### src/rtl/signed_mac_accum_if.sv
// Product-in / frame-result-out stream bundle for signed_mac_accum.
// master = producer/consumer side, slave = the accumulator.
interface signed_mac_accum_if #(
  parameter int ACC_W = 12,
  parameter int CNT_W = 5
);
  logic                    in_valid;
  logic                    in_ready;
  logic signed [7:0]       p_in;
  logic                    in_last;
  logic                    out_valid;
  logic                    out_ready;
  logic signed [ACC_W-1:0] out_data;
  logic [CNT_W-1:0]        out_count;
  logic                    out_sat;

  modport master (
    output in_valid, p_in, in_last, out_ready,
    input  in_ready, out_valid, out_data, out_count, out_sat
  );

  modport slave (
    input  in_valid, p_in, in_last, out_ready,
    output in_ready, out_valid, out_data, out_count, out_sat
  );
endinterface

### src/rtl/signed_mac_accum.sv
// Saturating signed frame accumulator for 8-bit products; result one cycle after the closing beat.
// Backpressure: in_ready drops for every cycle a result is pending, so each frame costs one bubble.
module signed_mac_accum #(
  parameter int ACC_W     = 12,
  parameter int MAX_TERMS = 16,
  parameter int CNT_W     = 5
) (
  input  logic                clk,
  input  logic                rst_n,
  signed_mac_accum_if.slave   bus
);

  typedef enum logic {S_ACC, S_OUT} state_t;

  localparam logic [ACC_W-1:0] ACC_MAX = {1'b0, {(ACC_W-1){1'b1}}};
  localparam logic [ACC_W-1:0] ACC_MIN = {1'b1, {(ACC_W-1){1'b0}}};

  state_t            r_state;
  state_t            w_state_nxt;
  logic [ACC_W-1:0]  r_acc;
  logic [CNT_W-1:0]  r_cnt;
  logic              r_sat;
  logic [ACC_W-1:0]  r_out_data;
  logic [CNT_W-1:0]  r_out_count;
  logic              r_out_sat;

  logic              w_in_ready;
  logic              w_out_valid;
  logic              w_accept;
  logic              w_take;
  logic [ACC_W:0]    w_sum;
  logic              w_ovf;
  logic [ACC_W-1:0]  w_acc_nxt;
  logic              w_sat_nxt;
  logic [CNT_W-1:0]  w_cnt_inc;
  logic              w_close;

  // One guard bit is enough: |acc| + |p_in| never exceeds 2^ACC_W for ACC_W >= 8.
  assign w_sum     = {r_acc[ACC_W-1], r_acc} + {{(ACC_W-7){bus.p_in[7]}}, bus.p_in};
  assign w_ovf     = w_sum[ACC_W] ^ w_sum[ACC_W-1];
  assign w_acc_nxt = w_ovf ? (w_sum[ACC_W] ? ACC_MIN : ACC_MAX) : w_sum[ACC_W-1:0];
  assign w_sat_nxt = r_sat | w_ovf;
  assign w_cnt_inc = r_cnt + CNT_W'(1);
  assign w_close   = bus.in_last | (w_cnt_inc == CNT_W'(MAX_TERMS));

  assign w_accept  = bus.in_valid & w_in_ready;
  assign w_take    = w_out_valid & bus.out_ready;

  always_ff @(posedge clk or negedge rst_n) begin
    if (!rst_n) begin
      r_state <= S_ACC;
    end else begin
      r_state <= w_state_nxt;
    end
  end

  always_comb begin
    w_state_nxt = r_state;
    w_in_ready  = 1'b0;
    w_out_valid = 1'b0;
    case (r_state)
      S_ACC: begin
        w_in_ready = 1'b1;
        if (bus.in_valid && w_close) begin
          w_state_nxt = S_OUT;
        end
      end
      S_OUT: begin
        w_out_valid = 1'b1;
        if (bus.out_ready) begin
          w_state_nxt = S_ACC;
        end
      end
      default: w_state_nxt = S_ACC;
    endcase
  end

  always_ff @(posedge clk or negedge rst_n) begin
    if (!rst_n) begin
      r_acc       <= '0;
      r_cnt       <= '0;
      r_sat       <= 1'b0;
      r_out_data  <= '0;
      r_out_count <= '0;
      r_out_sat   <= 1'b0;
    end else if (w_accept) begin
      r_acc <= w_acc_nxt;
      r_cnt <= w_cnt_inc;
      r_sat <= w_sat_nxt;
      if (w_close) begin
        r_out_data  <= w_acc_nxt;
        r_out_count <= w_cnt_inc;
        r_out_sat   <= w_sat_nxt;
      end
    end else if (w_take) begin
      // Result registers keep the last frame; only the running state clears.
      r_acc <= '0;
      r_cnt <= '0;
      r_sat <= 1'b0;
    end
  end

  assign bus.in_ready  = w_in_ready;
  assign bus.out_valid = w_out_valid;
  assign bus.out_data  = r_out_data;
  assign bus.out_count = r_out_count;
  assign bus.out_sat   = r_out_sat;

endmodule
### src/flat_wrapper.sv
// flat-port wrapper written by rule: the top's interface ports become plain ports
module signed_mac_accum_flat 
#(
  parameter int ACC_W     = 12,
  parameter int MAX_TERMS = 16,
  parameter int CNT_W     = 5
)
  (clk, rst_n, bus_in_valid, bus_p_in, bus_in_last, bus_out_ready, bus_in_ready, bus_out_valid, bus_out_data, bus_out_count, bus_out_sat);
  signed_mac_accum_if #(.ACC_W(ACC_W), .CNT_W(CNT_W)) bus_i ();
  input  logic clk;
  input  logic rst_n;
  input wire logic [$bits(bus_i.in_valid)-1:0] bus_in_valid;
  input wire logic [$bits(bus_i.p_in)-1:0] bus_p_in;
  input wire logic [$bits(bus_i.in_last)-1:0] bus_in_last;
  input wire logic [$bits(bus_i.out_ready)-1:0] bus_out_ready;
  output wire logic [$bits(bus_i.in_ready)-1:0] bus_in_ready;
  output wire logic [$bits(bus_i.out_valid)-1:0] bus_out_valid;
  output wire logic [$bits(bus_i.out_data)-1:0] bus_out_data;
  output wire logic [$bits(bus_i.out_count)-1:0] bus_out_count;
  output wire logic [$bits(bus_i.out_sat)-1:0] bus_out_sat;
  assign bus_i.in_valid = bus_in_valid;
  assign bus_i.p_in = bus_p_in;
  assign bus_i.in_last = bus_in_last;
  assign bus_i.out_ready = bus_out_ready;
  assign bus_in_ready = bus_i.in_ready;
  assign bus_out_valid = bus_i.out_valid;
  assign bus_out_data = bus_i.out_data;
  assign bus_out_count = bus_i.out_count;
  assign bus_out_sat = bus_i.out_sat;
  signed_mac_accum #(.ACC_W(ACC_W), .MAX_TERMS(MAX_TERMS), .CNT_W(CNT_W)) u_core (.clk(clk), .rst_n(rst_n), .bus(bus_i));
endmodule
### config.mk
export PLATFORM = sky130hd
export DESIGN_NAME = signed_mac_accum_flat
export DESIGN_NICKNAME = d
export VERILOG_FILES = /design/src/rtl/signed_mac_accum_if.sv /design/src/rtl/signed_mac_accum.sv /design/src/flat_wrapper.sv
export SDC_FILE = /design/constraint.sdc
export NUM_CORES = 1
export LEC_CHECK = 0
export ABC_AREA = 0
export CORE_ASPECT_RATIO = 1.4
export CORE_MARGIN = 3
export CORE_UTILIZATION = 49
export CTS_CLUSTER_DIAMETER = 100
export DETAILED_ROUTE_END_ITERATION = 6
export GPL_TIMING_DRIVEN = 1
export MAX_ROUTING_LAYER = met4
export PLACE_DENSITY_LB_ADDON = 0.25
export SLEW_MARGIN = 5
export SYNTH_ARGS = -nofsm -noshare
export SYNTH_HDL_FRONTEND = slang
export SYNTH_SLANG_ARGS = --single-unit
### constraint.sdc
create_clock -name clk -period 2.5 [get_ports clk]
set_input_delay 0.25 -clock clk [delete_from_list [all_inputs] [get_ports clk]]
set_output_delay 0.25 -clock clk [all_outputs]
set_load 0.01 [all_outputs]
# [Word-level counts from Yosys, hierarchy flattened]
# Cells that the tools add are included.
[word_totals] inputBits=13 regBits=37 output_inout_bits=20 wordCells=32
[op_classes] n_reduce_logical=3 eq_ne=1 mux=13 n_bitwise=6 n_addsub=2
[op_table] op="$mux 12" count=4
[op_table] op="$add 12x8->13" count=1
[op_table] op="$mux 5" count=2
[op_table] op="$mux 1" count=6
[op_table] op="$add 5x1->5 const B" count=1
[op_table] op="$eq 5x5->1 const B" count=1
[op_table] op="$and 1x1->1" count=2
[op_table] op="$or 1x1->1" count=2
[op_table] op="$pmux 1 s2" count=1
[op_table] op="$reduce_and 2->1" count=1
[op_table] op="$reduce_bool 2->1" count=1
[op_table] op="$logic_and 1x1->1" count=1
[op_table] op="$not 1->1" count=1
[op_table] op="$xor 1x1->1" count=1

# [Longest topological paths before layout]
[depth] word_depth=6 ltp_mapped=11 depth_no_buf=10

# [Worst setup path after synthesis]
# No wires, ideal clock.
[synth_path] path_type="register to register" startpoint="register u_core.r_acc[0]" endpoint="register u_core.r_sat" path_buffers=1 arrival_time_ns=2.428 required_ns=2.396 path_slack_ns=-0.031 stages_incl_launch_ff=12 setup_ns=0.104 period_less_slack_ns=2.531 path_cell_list="dfrtp_1 > ha_1 > inv_1 > fa_1 > nand2b_1 > a21oi_1 > o21ai_0 > and3_1 > a211oi_2 > buf_4 > xor2_1 > a221oi_1"
[synth_between] elab_chain_cells=4
[synth_lines] item="from (decl)" line_no="signed_mac_accum.sv:20" rtl="logic [ACC_W-1:0] r_acc;"
[synth_lines] item="from (signal assigned)" line_no="signed_mac_accum.sv:87" rtl="r_acc <= w_acc_nxt;"
[synth_lines] item="$add 12x8->13" line_no="signed_mac_accum.sv:39" rtl="assign w_sum = {r_acc[ACC_W-1], r_acc} + {{(ACC_W-7){bus.p_in[7]}}, bus.p_in};"
[synth_lines] item="$xor 1x1->1" line_no="signed_mac_accum.sv:40" rtl="assign w_ovf = w_sum[ACC_W] ^ w_sum[ACC_W-1];"
[synth_lines] item="$or 1x1->1" line_no="signed_mac_accum.sv:42" rtl="assign w_sat_nxt = r_sat | w_ovf;"
[synth_lines] item="$mux 1" line_no="signed_mac_accum.sv:86" rtl="end else if (w_accept) begin"
[synth_lines] item="to (signal assigned)" line_no="signed_mac_accum.sv:89" rtl="r_sat <= w_sat_nxt;"
[synth_lines] item="to (decl)" line_no="signed_mac_accum.sv:22" rtl="logic r_sat;"
# No other way between the ends.
# A chain may end at the register's enable or synchronous reset.

# [Worst setup path after layout]
[layout_path] startpoint="input bus_p_in[6]" endpoint="register u_core.r_out_data[1], in the netlist u_core.bus.out_data[1]"
[layout_between] elab_chain_cells=3 word_cells_on_any_way=4 cone_classes="add/sub: 1; mux: 2; bitwise: 1"
[layout_lines] item="from (decl)" line_no="flat_wrapper.sv:13" rtl="input wire logic [$bits(bus_i.p_in)-1:0] bus_p_in;"
[layout_lines] item="$add 12x8->13 (*)" line_no="signed_mac_accum.sv:39"
[layout_lines] item="$mux 12 or $xor 1x1->1 (tied branches)" line_no="signed_mac_accum.sv:41, signed_mac_accum.sv:40"
[layout_lines] item="$mux 12 (*)" line_no="signed_mac_accum.sv:41" rtl="assign w_acc_nxt = w_ovf ? (w_sum[ACC_W] ? ACC_MIN : ACC_MAX) : w_sum[ACC_W-1:0];"
[layout_lines] item="to (signal assigned)" line_no="signed_mac_accum.sv:91" rtl="r_out_data <= w_acc_nxt;"
[layout_lines] item="to (decl)" line_no="signed_mac_accum.sv:23" rtl="logic [ACC_W-1:0] r_out_data;"
# Mark *: on every way between the ends. The rest lies on a longest branch, timed or not.

==> implementation parameters <==
Parameter                              Value

Synthesis
  Number of distinct library cell variants in the gate-level netlist after synthesis    43
  Area of the mapped netlist    around 2200 um2
  Main synth FF type    sky130_fd_sc_hd__dfrtp_1
  Multiplexer share of the synthesized area    0.0614
  Instance count of the mapped netlist    210
  Share of async-settable or async-resettable flops after synthesis    1.00
  Total of warnings raised by yosys    0
  Post-synthesis net count    238
  Adder and majority gate portion of the synthesized area    0.144
  Synth Register Bits    37
  Post-synthesis compound-gate area fraction    0.185
  Share of synthesized cell area in and, or, nand and nor gates    0.104
  Dominant combinational cell family by area after synthesis    compound AO/OA/AOI/OAI gates
  Number of enable-type register cells in the synthesized netlist    0
  Xor-xnor portion of the synthesized cell area    0.0478
  Mean cell area of the mapped netlist    10.5 um2
  Sequential cell area fraction in the yosys report    0.421

CTS
  Clk buf depth    2
  Total CTS buffers    5
  Insertion delay to the later sink of the worst-skew pair    290 ps
  # H-tree levels    2
  TritonCTS clock tree    yes
  Clock root buffer    sky130_fd_sc_hd__clkbuf_8
  Clk sinks    37
  Worst-path clk slew    approximately 70 ps

Job
  Count of maximum capacitance violations    0

STA
  Total negative slack    0 ps
  Total count of max-transition violations in the final report    0
  Final critical-path share of the clock period    0.985
  Transition time at the pin with the least slew margin    811 ps
  Final setup violation count    0
  Relative slew slack    0.459
  F_max    406 MHz
  Number of hold violations in the final report    0
  Final worst clock skew    2.97 ps
  Final Critical Period    about 2500 ps
  Setup repair after global routing missed its margin    yes
  Worst slack on hold paths    around 50 ps

Global route
  First-pass GRT wire length    8360 um
  Pin count of the biggest net entering global routing    38
  Remaining global-route overflow    0
  Total routing resource utilization after global routing    0.205
  GR Layer Usage met2    0.345
  Number of global-route vias before repair    between 1,500 and 2,000
  GRT met1 Usage    0.244
  Global-route track usage on met3    0.0464
  Initial antenna violation count    0
  Layer carrying the most global-route usage    met2

Worst setup path
  Reg-to-reg critical path startpoint    u_core.r_acc[1]
  Required time at the endpoint of the critical path    around 2700 ps
  Crit Path Max Fanout    12
  Type of the worst setup path    input pin to register
  Setup crit start kind    input pin
  Arrival @ worst endpoint    2640 ps
  Worst setup EP type    register
  Startpoint of the worst setup timing path    bus_p_in[6]

Cells and area
  Final nets    a little over 300
  Area Growth Syn to Fin    42.4%
  Commonest cells after routing, fill and taps aside    sky130_fd_sc_hd__buf_4 (37), sky130_fd_sc_hd__dfrtp_1 (37), sky130_fd_sc_hd__clkdlybuf4s50_1 (28)
  Total area of multi-input combinational cells    1350 um2
  Fillers    323
  Fraction of final layout cells with drive strength greater than 1    0.355
  Combined flip-flop and latch cell area    926 um2
  Count of inserted antenna diode cells    0
  Number of cells in the finished layout apart from fillers    342

Min path
  Hold/Removal Path Class    input pin to async pin

Outcome
  Result of the run    finished clean

Placed design
  Cell count after placement    between 300 and 400
  Half-perimeter wire length after placement    3520 um
  Port Buffer Count    32
  Global placer's final weighted congestion    0.844

Routing
  Total vias in the final route    roughly 1,900
  Starting DRT DRC Count    47
  Number of nets still failing antenna checks after routing    0
  Average routed wire per standard cell    14.8 um
  Remaining DRCs    0
  Via count normalized by instance count    5.49
  Total length of routed wires    5050 um
  First-pass iteration count of the detailed router    4

Floorplan
  Die Span X    62.6 um
  Die height    85.3 um
  Initial core utilization    0.515
  Row Count    28
  Area of the core region    4270 um2
  Ports placed on the boundary    33
  Die area    5340 um2

Power and ir drop
  Pleak    1.39 nW
  Power per cell area    1410 nW/um2
  Worst supply voltage drop on vdd    between 0.7 and 0.8 mV
  Final Total Pwr    4.43 mW
-- power by group --
part,switching (mW),internal (mW)
clock,0.215,0.325
combinational,1.25,1.61
sequential,0.169,0.862
-- final cells by class --
cell class,instances,area share
clock buffer,7,0.0276
clock inverter,1,0.00958
inverter,9,0.0108
multi-input combinational,156,0.430
sequential,37,0.296
tap,60,0.0240
timing repair buffer,72,0.203
-- cells by family (layout without fill, tap and decap cells) --
group,Yosys count,after routing
simple gates,46,46
flops,37,37
compound gates,60,60
xor+xnor,12,12
mux,12,12
fa+ha+maj,26,26
buf+inv,17,89
-- what timing repair did --
action,in CTS,in global routing
gates resized for setup,22,13
hold buffers,0,0
cloned,1,0
pin swaps,7,6
endpoints found under the setup margin,24,24
setup buffers,1,0
-- cell usage after synthesis (3+ instances only) --
cell type	number	area (um2)
sky130_fd_sc_hd__xnor2_1	6	52.6
sky130_fd_sc_hd__nand3_1	4	20.0
sky130_fd_sc_hd__dfrtp_1	37	926
sky130_fd_sc_hd__clkbuf_1	3	11.3
sky130_fd_sc_hd__nor2_1	14	52.6
sky130_fd_sc_hd__maj3_2	9	101
sky130_fd_sc_hd__nand2_1	13	48.8
sky130_fd_sc_hd__a22o_1	4	35.0
sky130_fd_sc_hd__xor2_1	6	52.6
sky130_fd_sc_hd__a21oi_1	18	90.1
sky130_fd_sc_hd__ha_1	14	175
sky130_fd_sc_hd__nand2b_1	4	25.0
sky130_fd_sc_hd__inv_1	9	33.8
sky130_fd_sc_hd__a22o_2	8	80.1
sky130_fd_sc_hd__mux2_2	12	135
sky130_fd_sc_hd__o21ai_0	15	75.1
-- worst max-delay path: stages --
cell and delay (ps):
sky130_fd_sc_hd__clkdlybuf4s50_1 460, sky130_fd_sc_hd__ha_4 320, sky130_fd_sc_hd__nand2_2 70, sky130_fd_sc_hd__nor4_4 310, sky130_fd_sc_hd__nor2_2 80, sky130_fd_sc_hd__a311o_1 390
sky130_fd_sc_hd__buf_12 160, sky130_fd_sc_hd__maj3_2 330, sky130_fd_sc_hd__mux2_4 260
-- worst paths after layout --
path	end	slack, ps	cells past startpoint
worst max-delay path	u_core.bus.out_data[1]	40	9
worst min-delay path	u_core.bus.out_data[11]	50	1
worst max register to register	u_core.bus.out_data[1]	40	9
worst min register to register	u_core.bus.out_count[2]	500	1
max in group asynchronous	u_core.r_acc[1]	1930	1
min in group clk	u_core.bus.out_count[2]	500	1
-- metrics by stage --
step	util	instance area (um2)	setup WS (ps)
3_3_place_gp	0.665	2840	-459
2_1_floorplan	-	2200	0.973
3_5_place_dp	0.665	2840	-462
4_1_cts	0.716	3060	-34.9
5_1_grt	0.733	3130	-53.5
6_report	0.733	3130	36.3
-- routing by layer --
layer	vias up	part of all wire	wire length (um)
met2	46	0.52	2620
met4	0	0.029	146
li1	902	-	-
met1	917	0.42	2110
met5	-	0	0
met3	14	0.033	168
-- state kept, by name (all words and copies together), names as in the netlist --
| register | cells |
|---|---|
| u_core.bus.out_sat | 1 |
| u_core.r_sat | 1 |
| u_core.bus.out_data | 12 |
| u_core.r_state | 1 |
| u_core.r_acc | 12 |
| u_core.r_cnt | 5 |
| u_core.bus.out_count | 5 |
Power figures use the tool's default switching activity.
